## src/rtl/fetch_queue_if.sv

```systemverilog
`default_nettype none
// ============================================================================
// Module      : fetch_queue_if
// Description : Instruction-memory and decode handshake bundle for fetch_queue.
// Revision    : 1.0 - initial release
// ============================================================================
interface fetch_queue_if;
    logic        imem_req;
    logic [31:0] imem_addr;
    logic [31:0] imem_data;
    logic        redirect;
    logic [31:0] redirect_pc;
    logic        dec_stall;
    logic        dec_valid;
    logic [31:0] dec_instr;
    logic [31:0] dec_pc;
    logic [31:0] dec_pc_plus4;

    // master is the fetch unit itself; slave is memory plus decode/redirect logic
    modport master (
        output imem_req, imem_addr, dec_valid, dec_instr, dec_pc, dec_pc_plus4,
        input  imem_data, redirect, redirect_pc, dec_stall
    );

    modport slave (
        input  imem_req, imem_addr, dec_valid, dec_instr, dec_pc, dec_pc_plus4,
        output imem_data, redirect, redirect_pc, dec_stall
    );
endinterface
`default_nettype wire

```

## src/rtl/fetch_queue.sv

```systemverilog
`default_nettype none
// ============================================================================
// Module      : fetch_queue
// Description : PC owner, imem request issue and {instr, pc} FIFO feeding decode.
// Revision    : 1.0 - initial release
// ============================================================================
module fetch_queue #(
    parameter int          DEPTH    = 2,
    parameter logic [31:0] RESET_PC = 32'h0040_0000
) (
    input  wire logic     clk,
    input  wire logic     rst,
    fetch_queue_if.master bus
);
    localparam int         c_ptr_w = $clog2(DEPTH);
    localparam int         c_cnt_w = $clog2(DEPTH + 1);
    localparam logic [c_cnt_w:0] c_depth = (c_cnt_w + 1)'(DEPTH);

    logic [31:0]        r_fetch_pc;
    logic [31:0]        r_inflight_pc;
    logic               r_inflight;
    logic [c_ptr_w-1:0] r_head;
    logic [c_ptr_w-1:0] r_tail;
    logic [c_cnt_w-1:0] r_count;
    logic [31:0]        r_instr_q [DEPTH];
    logic [31:0]        r_pc_q    [DEPTH];

    logic               w_valid;
    logic               w_pop;
    logic               w_push;
    logic               w_issue;
    logic [c_cnt_w:0]   w_pending;
    logic [31:0]        w_target;

    assign w_valid   = ~rst & (r_count != '0);
    assign w_pop     = w_valid & ~bus.dec_stall & ~bus.redirect;
    assign w_push    = r_inflight & ~bus.redirect;
    // Slots already committed after this cycle's pop; issue only if one remains free
    assign w_pending = {1'b0, r_count}
                     + {{c_cnt_w{1'b0}}, r_inflight}
                     - {{c_cnt_w{1'b0}}, w_pop};
    assign w_issue   = ~rst & ~bus.redirect & (w_pending < c_depth);
    assign w_target  = bus.redirect_pc & ~32'h0000_0003;

    assign bus.imem_req     = w_issue;
    assign bus.imem_addr    = rst ? RESET_PC : r_fetch_pc;
    assign bus.dec_valid    = w_valid;
    assign bus.dec_instr    = w_valid ? r_instr_q[r_head] : 32'h0;
    assign bus.dec_pc       = w_valid ? r_pc_q[r_head] : 32'h0;
    assign bus.dec_pc_plus4 = w_valid ? (r_pc_q[r_head] + 32'd4) : 32'h0;

    always_ff @(posedge clk) begin
        if (rst) begin
            r_fetch_pc    <= RESET_PC;
            r_inflight_pc <= RESET_PC;
            r_inflight    <= 1'b0;
            r_head        <= '0;
            r_tail        <= '0;
            r_count       <= '0;
        end else if (bus.redirect) begin
            r_fetch_pc <= w_target;
            r_inflight <= 1'b0;
            r_head     <= r_tail;
            r_count    <= '0;
        end else begin
            if (w_issue) begin
                r_fetch_pc    <= r_fetch_pc + 32'd4;
                r_inflight_pc <= r_fetch_pc;
            end
            r_inflight <= w_issue;
            if (w_push) begin
                r_tail <= r_tail + 1'b1;
            end
            if (w_pop) begin
                r_head <= r_head + 1'b1;
            end
            case ({w_push, w_pop})
                2'b10:   r_count <= r_count + 1'b1;
                2'b01:   r_count <= r_count - 1'b1;
                default: r_count <= r_count;
            endcase
        end
    end

    // Storage carries no reset; occupancy alone decides what is visible
    always_ff @(posedge clk) begin
        if (~rst && w_push) begin
            r_instr_q[r_tail] <= bus.imem_data;
            r_pc_q[r_tail]    <= r_inflight_pc;
        end
    end
endmodule
`default_nettype wire
```

## src/flat_wrapper.sv

```systemverilog
// flat-port wrapper written by rule: the top's interface ports become plain ports
module fetch_queue_flat 
#(
    parameter int          DEPTH    = 2,
    parameter logic [31:0] RESET_PC = 32'h0040_0000
)
  (clk, rst, bus_imem_req, bus_imem_addr, bus_dec_valid, bus_dec_instr, bus_dec_pc, bus_dec_pc_plus4, bus_imem_data, bus_redirect, bus_redirect_pc, bus_dec_stall);
  fetch_queue_if bus_i ();
  input  wire logic clk;
  input  wire logic rst;
  output wire logic [$bits(bus_i.imem_req)-1:0] bus_imem_req;
  output wire logic [$bits(bus_i.imem_addr)-1:0] bus_imem_addr;
  output wire logic [$bits(bus_i.dec_valid)-1:0] bus_dec_valid;
  output wire logic [$bits(bus_i.dec_instr)-1:0] bus_dec_instr;
  output wire logic [$bits(bus_i.dec_pc)-1:0] bus_dec_pc;
  output wire logic [$bits(bus_i.dec_pc_plus4)-1:0] bus_dec_pc_plus4;
  input wire logic [$bits(bus_i.imem_data)-1:0] bus_imem_data;
  input wire logic [$bits(bus_i.redirect)-1:0] bus_redirect;
  input wire logic [$bits(bus_i.redirect_pc)-1:0] bus_redirect_pc;
  input wire logic [$bits(bus_i.dec_stall)-1:0] bus_dec_stall;
  assign bus_imem_req = bus_i.imem_req;
  assign bus_imem_addr = bus_i.imem_addr;
  assign bus_dec_valid = bus_i.dec_valid;
  assign bus_dec_instr = bus_i.dec_instr;
  assign bus_dec_pc = bus_i.dec_pc;
  assign bus_dec_pc_plus4 = bus_i.dec_pc_plus4;
  assign bus_i.imem_data = bus_imem_data;
  assign bus_i.redirect = bus_redirect;
  assign bus_i.redirect_pc = bus_redirect_pc;
  assign bus_i.dec_stall = bus_dec_stall;
  fetch_queue #(.DEPTH(DEPTH), .RESET_PC(RESET_PC)) u_core (.clk(clk), .rst(rst), .bus(bus_i));
endmodule
```

## config.mk

```make
export PLATFORM = sky130hd
export DESIGN_NAME = fetch_queue_flat
export DESIGN_NICKNAME = d
export VERILOG_FILES = /design/src/rtl/fetch_queue_if.sv /design/src/rtl/fetch_queue.sv /design/src/flat_wrapper.sv
export SDC_FILE = /design/constraint.sdc
export NUM_CORES = 1
export LEC_CHECK = 0
export CORE_AREA = 10 10 118 200
export CTS_CLUSTER_SIZE = 25
export DETAILED_ROUTE_END_ITERATION = 10
export DIE_AREA = 0 0 128 210
export GPL_ROUTABILITY_DRIVEN = 0
export GPL_TIMING_DRIVEN = 0
export PLACE_DENSITY = 0.72
export SYNTH_ARGS = -nofsm -noshare
export SYNTH_HDL_FRONTEND = slang
export SYNTH_SLANG_ARGS = --single-unit
export TNS_END_PERCENT = 1
```

## constraint.sdc

```tcl
create_clock -name clk -period 12.4 [get_ports clk]
set_clock_uncertainty 0.1 [all_clocks]
set_input_delay 2.48 -clock clk [delete_from_list [all_inputs] [get_ports clk]]
set_output_delay 2.48 -clock clk [all_outputs]
set_load 0.02 [all_outputs]
```

==> flow_summary.ini, run 1 <==
[routing]
via_count = 7152
via_per_inst = 5.39
dr.pass1.iters = 4
wl_um = 25500
ant_nets = 0
drcViolationCount = 0
drt_first_iter_violations = 398
wire_per_inst_um = 19.2

[synth]
synth-async-reset-ratio = 0
synthCells = 852
synth_top_area_frac = 0.415
synth_common_cells = edfxtp_1 (124), nand2_1 (107), nor2_1 (106)
ys_types = 67
synth_largest_area_cell = edfxtp_1
yosys-top-cells-area = edfxtp_1 (41%), dfxtp_1 (15%), mux2i_1 (6.8%)
ys.flop_type = edfxtp_1
ys_ff_latch = 190
syn_area_per_cell_um2 = 10.5
yosysWarningCount = 0
synth_area_um2 = 8970
seq_area_frac_synth = 0.562
synth_edf_count = 124
synthMostInstantiatedCell = edfxtp_1

[sta]
tns_ns = 0
worst_slew_pin_slew_ns = 0.858
slew_headroom = 0.428
hold_viol = 0
hold_slack_ns = 0.355
fmax_mhz = 102
fin_crit_ns = 9.82
finalSetupViolCount = 0
final_max_slew_viol_count = 0
setup_ws_ns = 2.58
finalCritPeriodShare = 0.792
rsz0062_at_grt = false

[critical_path]
cp.arrival_ns = 7.24
crit_path_end_kind = output port
crit_fanout = 10
reg2reg_depth = 12
worstReg2RegStart = u_core.r_count[1]$_SDFFE_PP0P_
cp-start-kind = input port
regToRegEndpoint = u_core.r_fetch_pc[8]$_SDFFE_PP0P_
worst-setup-path-type = input port to output port
crit_path_end = bus_imem_req
cp-startpoint = bus_redirect
reg2reg_setup_slack_ns = 7.76
cp_data_required_time_ns = 9.82

[floorplanning]
initial_utilization = 0.444
fp.dieArea_um2 = 26900
core_area_um2 = 20200
die_w_um = 128
placementRows = 69
die_h_um = 210
io_pins = 198

[grt]
first_global_vias = 7451
grt_max_degree = 63
track_usage = 0.186
gr-total-overflow = 0
antenna_found_initial = 1
grt_pass1_wl_um = 39600

[clock_tree]
cts_tree = done
post-cts-setup-buffer-count = 0
root_buffer = clkbuf_16
htreeDepth = 4
cts_sinks = 190
clk_latency_ns = 0.44
cts-resized-gates = 0
clk_pin_slew_ns = 0.07
cts_buffer_depth = 2
cts_made_buffers = 17
postCtsHoldBufs = 0

[outcome]
status = complete, no violations

[finish]
syn_to_final_growth_pct = 31.5
drive_above_1_share = 0.0732
n_fill_cell = 1740
nets = 1137

[min_path]
min_path_type = flip-flop to flip-flop

[pwr]
vdd_ir_drop_max_v = 0.0000995
power_density_nw_per_um2 = 114
power.total_mw = 1.35
leakagePower_nw = 3.91

[flow_run]
cap_violations = 0

[place]
io_buffers = 188
dp.final_hpwl_um = 20000
dp_slack_ns = 2.60
## kinds of logic after synthesis
| logic type | Yosys count | synth area share |
|---|---|---|
| buffers and inverters | 69 | 0.0356 |
| and+or+nand+nor | 365 | 0.197 |
| DFF | 190 | 0.562 |
| other | 1 | 0.000418 |
| AOI/OAI and AO/OA | 129 | 0.0944 |
| muxes | 76 | 0.0871 |
| xor gates and xnor gates | 19 | 0.0185 |
| adders and majority gates | 3 | 0.00502 |
## power by group
| part | total, mW | internal [mW] | leakage, nW | switching, mW |
|---|---|---|---|---|
| Clock | 0.525 | 0.283 | 0.283 | 0.243 |
| Sequential | 0.699 | 0.686 | 1.73 | 0.0135 |
| Combinational | 0.121 | 0.0553 | 1.90 | 0.0657 |
| Total | 1.35 | 1.02 | 3.91 | 0.322 |
## state kept, by name (all words and copies together), names as in the netlist, named ones only
signal and cells:
u_core.r_inflight 1, u_core.r_fetch_pc 30, u_core.r_pc_q 60, u_core.r_count 2, u_core.r_head 1, u_core.r_tail 1
u_core.r_instr_q 64, u_core.r_inflight_pc 30
## cell type report
type | instances | area [um2] | share of cell area
diodes | 1 | 2.50 | 0.000212
clock buffers | 19 | 433 | 0.0367
flip-flops and latches | 190 | 5040 | 0.427
multi-input cells | 598 | 3640 | 0.309
inverters | 13 | 48.8 | 0.00413
clock inverters | 13 | 129 | 0.0109
well taps | 248 | 310 | 0.0263
repair buffers | 190 | 1920 | 0.163
plain buffers | 56 | 270 | 0.0229
## per-layer routing
metal | vias to the layer above | global-route usage | share of wire
met5 | - | 0 | 0
met1 | 3323 | 0.180 | 0.35
li1 | 3502 | - | -
met3 | 71 | 0.0374 | 0.054
met4 | 0 | 0.122 | 0.053
met2 | 256 | 0.345 | 0.54
## metrics by stage
stage / instances / util / cell area [um2]
final: 1328 / 0.584 / 11800
after global routing: 1328 / 0.584 / 11800
after CTS: 1327 / 0.584 / 11800
after detailed placement: 1295 / 0.556 / 11200
after global placement: 1293 / 0.554 / 11200
after floorplan: 857 / - / 8990
## worst min-delay path by stage
stage,startpoint,endpoint,slack (ns),depth (start not counted)
floorplan,u_core.r_inflight_pc[10]$_SDFFE_PP0P_,u_core.r_pc_q[0][10]$_DFFE_PP_,0.33,0
global placement,u_core.r_inflight_pc[29]$_SDFFE_PP0P_,u_core.r_pc_q[0][29]$_DFFE_PP_,0.33,0
detailed placement,u_core.r_inflight_pc[23]$_SDFFE_PP0P_,u_core.r_pc_q[1][23]$_DFFE_PP_,0.34,0
CTS,u_core.r_inflight_pc[23]$_SDFFE_PP0P_,u_core.r_pc_q[0][23]$_DFFE_PP_,0.36,0
global route,u_core.r_inflight_pc[29]$_SDFFE_PP0P_,u_core.r_pc_q[1][29]$_DFFE_PP_,0.37,0
finish,u_core.r_inflight_pc[23]$_SDFFE_PP0P_,u_core.r_pc_q[1][23]$_DFFE_PP_,0.35,0
## critical path, cell delays in order
cell	delay (ns)
clkdlybuf4s50_1	0.49
clkbuf_1	0.36
clkbuf_1	0.61
nor4_1	0.18
fa_1	0.56
nor3b_1	0.52
nand2_1	0.37
inv_1	0.17
buf_2	0.25
buf_2	0.29
buf_2	0.28
clkdlybuf4s50_1	0.65
## placed cells by master, fill, tap and decap left out, types with 5 or more instances in the layout
cell type / n
a21oi_1: 51
nor2_1: 105
and2_1: 7
buf_2: 11
xnor2_1: 15
buf_4: 10
inv_1: 13
mux2_2: 9
and3_1: 7
nor3_1: 18
a31oi_1: 13
o21ai_0: 19
nand3_1: 29
nor2b_1: 32
dfxtp_1: 66
mux2i_1: 61
conb_1: 6
nor4_1: 5
edfxtp_1: 124
mux2_1: 5
clkbuf_1: 30
clkbuf_16: 17
nand2b_1: 5
nand3b_1: 5
buf_1: 5
nand4_1: 18
or3_1: 6
clkdlybuf4s50_1: 188
a22oi_1: 8
nand2_1: 107
No activity file was read; power rests on OpenSTA's default activity.
==> inputs of run 2 (changes only) <==
--- a/config.mk
+++ b/config.mk
@@ -11,7 +11,7 @@
 export DIE_AREA = 0 0 128 210
 export GPL_ROUTABILITY_DRIVEN = 0
 export GPL_TIMING_DRIVEN = 0
-export PLACE_DENSITY = 0.72
+export PLACE_DENSITY = 0.74
 export SYNTH_ARGS = -nofsm -noshare
 export SYNTH_HDL_FRONTEND = slang
 export SYNTH_SLANG_ARGS = --single-unit
==> constraint.sdc (replaced) <==
create_clock -name clk -period 7.95 [get_ports clk]
set_clock_uncertainty 0.1 [all_clocks]
set_input_delay 1.59 -clock clk [delete_from_list [all_inputs] [get_ports clk]]
set_output_delay 1.59 -clock clk [all_outputs]
set_load 0.02 [all_outputs]
==> run 2 against run 1 <==
Compared with the run above:
- worst setup slack worse by 2.3 ns
- register-to-register slack worse by 4.1 ns
- via count up 0.91%
- sequential share of layout area decreased by 0.20 points
- cell area grew 0.48%
- critical endpoint unchanged
- largest cell class unchanged
==> flow_summary.ini, run 2 (synthesis gave the netlist of run 1 again) <==
[critical_path]
cp_data_required_time_ns = 6.26
crit_chain = clkdlybuf4s50_1 > o21bai_1 > buf_2 > nor4_1 > fa_1 > xnor2_1 > nand2_1 > inv_1 > buf_2 > buf_2 > buf_2 > clkdlybuf4s50_1
worstReg2RegStart = u_core.r_count[1]$_SDFFE_PP0P_
slowest_delay_ns = 0.65
cp_common_cell = buf_2
crit_fanout = 10
cp-startpoint = rst
crit_slowest_cell = clkdlybuf4s50_1
cp.arrival_ns = 5.99
worst-setup-path-type = input port to output port
crit_path_end_kind = output port
cp-start-kind = input port

[sta]
hold_slack_ns = 0.357
tns_ns = 0
rsz0062_at_grt = false
fin_crit_ns = 7.68
finalSetupViolCount = 0
worst_slew_pin_slew_ns = 0.863
hold_viol = 0
setup_ws_ns = 0.274
slew_headroom = 0.424
finalCritPeriodShare = 0.966
fmax_mhz = 130
final_max_slew_viol_count = 0

[finish]
syn_to_final_growth_pct = 32.1
final_util = 0.587
largest_register_ffs = 64
drive_above_1_share = 0.0769
top_regs = u_core.r_instr_q (64), u_core.r_pc_q (60)
final_cells = 1328
largest_register = u_core.r_instr_q
design_area_um2 = 11900
layout_commonest_cell = clkdlybuf4s50_1
nets = 1137
final_cell_mix = clkdlybuf4s50_1 (188), edfxtp_1 (124), nand2_1 (107)

[pwr]
vdd_ir_drop_max_v = 0.000131
leakagePower_nw = 3.93
power.total_mw = 2.12
power_density_nw_per_um2 = 179

[routing]
wl_um = 25400
ant_nets = 0
via_count = 7217
drcViolationCount = 0
dr.pass1.iters = 5
via_per_inst = 5.43
wire_per_inst_um = 19.1
drt_first_iter_violations = 563

[grt]
gr-total-overflow = 0
grt_pass1_wl_um = 39300
grt_max_degree = 63
first_global_vias = 7327
track_usage = 0.185
antenna_found_initial = 1

[floorplanning]
io_pins = 198
initial_utilization = 0.444
die_h_um = 210
core_area_um2 = 20200
die_w_um = 128
fp.dieArea_um2 = 26900
placementRows = 69

[place]
dp.final_hpwl_um = 19600
dpl.cell_count = 1295
dpl_cell_area_um2 = 11200
io_buffers = 188
dp_slack_ns = -0.0920

[clock_tree]
clk_latency_ns = 0.43
cts_tree = done
cts_made_buffers = 17
cts_buffer_depth = 2
htreeDepth = 4
clk_pin_slew_ns = 0.07
root_buffer = clkbuf_16
cts_sinks = 190
postCtsHoldBufs = 0

[min_path]
hp-start = u_core.r_inflight_pc[5]$_SDFFE_PP0P_
min_path_type = flip-flop to flip-flop

[outcome]
status = complete, no violations

[flow_run]
cap_violations = 0
[run 2: changes by cell type in the layout (fill, tap and decap cells not counted), sizes merged]
cell / delta
clkbuf: -3
inv: -2
clkinv: +4
buf: +1
[run 2: layout make-up]
class	count	area, um2
timing repair buffer	190	1930
clock buffer	17	425
buffer	56	273
sequential	190	5040
inverter	13	48.8
clock inverter	15	178
fill	1749	8340
multi-input combinational	598	3650
antenna	1	2.50
tap	248	310
[run 2: where the power goes]
| part | leakage (nW) | switching, mW | total [mW] | internal, mW |
|---|---|---|---|---|
| clock | 0.295 | 0.393 | 0.843 | 0.450 |
| sequential | 1.73 | 0.0208 | 1.09 | 1.07 |
| combinational | 1.91 | 0.103 | 0.190 | 0.0866 |
| total | 3.93 | 0.517 | 2.12 | 1.61 |
[run 2: critical path: cells and delay by family]
kind	cells	cell delay (ns)
buffers and inverters	7	2.66
and+or+nand+nor	2	0.48
AOI/OAI and AO/OA	1	0.38
xor gates and xnor gates	1	0.44
adders and majority gates	1	0.43
[run 2: repair_timing]
item                       4_1_cts  5_1_grt
setup buffers                    0        0
setup endpoints to repair        1        1
pin swaps                        0        0
resized for setup                2        2
[run 2: final timing paths]
| check | slack (ns) | endpoint | depth (start not counted) |
|---|---|---|---|
| min | 0.36 | u_core.r_pc_q[1][5]$_DFFE_PP_ | 0 |
| max reg2reg | 3.67 | u_core.r_inflight_pc[23]$_SDFFE_PP0P_ | 12 |
| max | 0.27 | bus_imem_req | 12 |
| min reg2reg | 0.36 | u_core.r_pc_q[1][5]$_DFFE_PP_ | 0 |
[run 2: per-layer routing]
layer / share of wire / up-vias / global-route usage
met5: 0 / - / 0
met4: 0.046 / 0 / 0.107
met3: 0.054 / 57 / 0.0359
met2: 0.55 / 255 / 0.343
met1: 0.35 / 3408 / 0.184
li1: - / 3497 / -
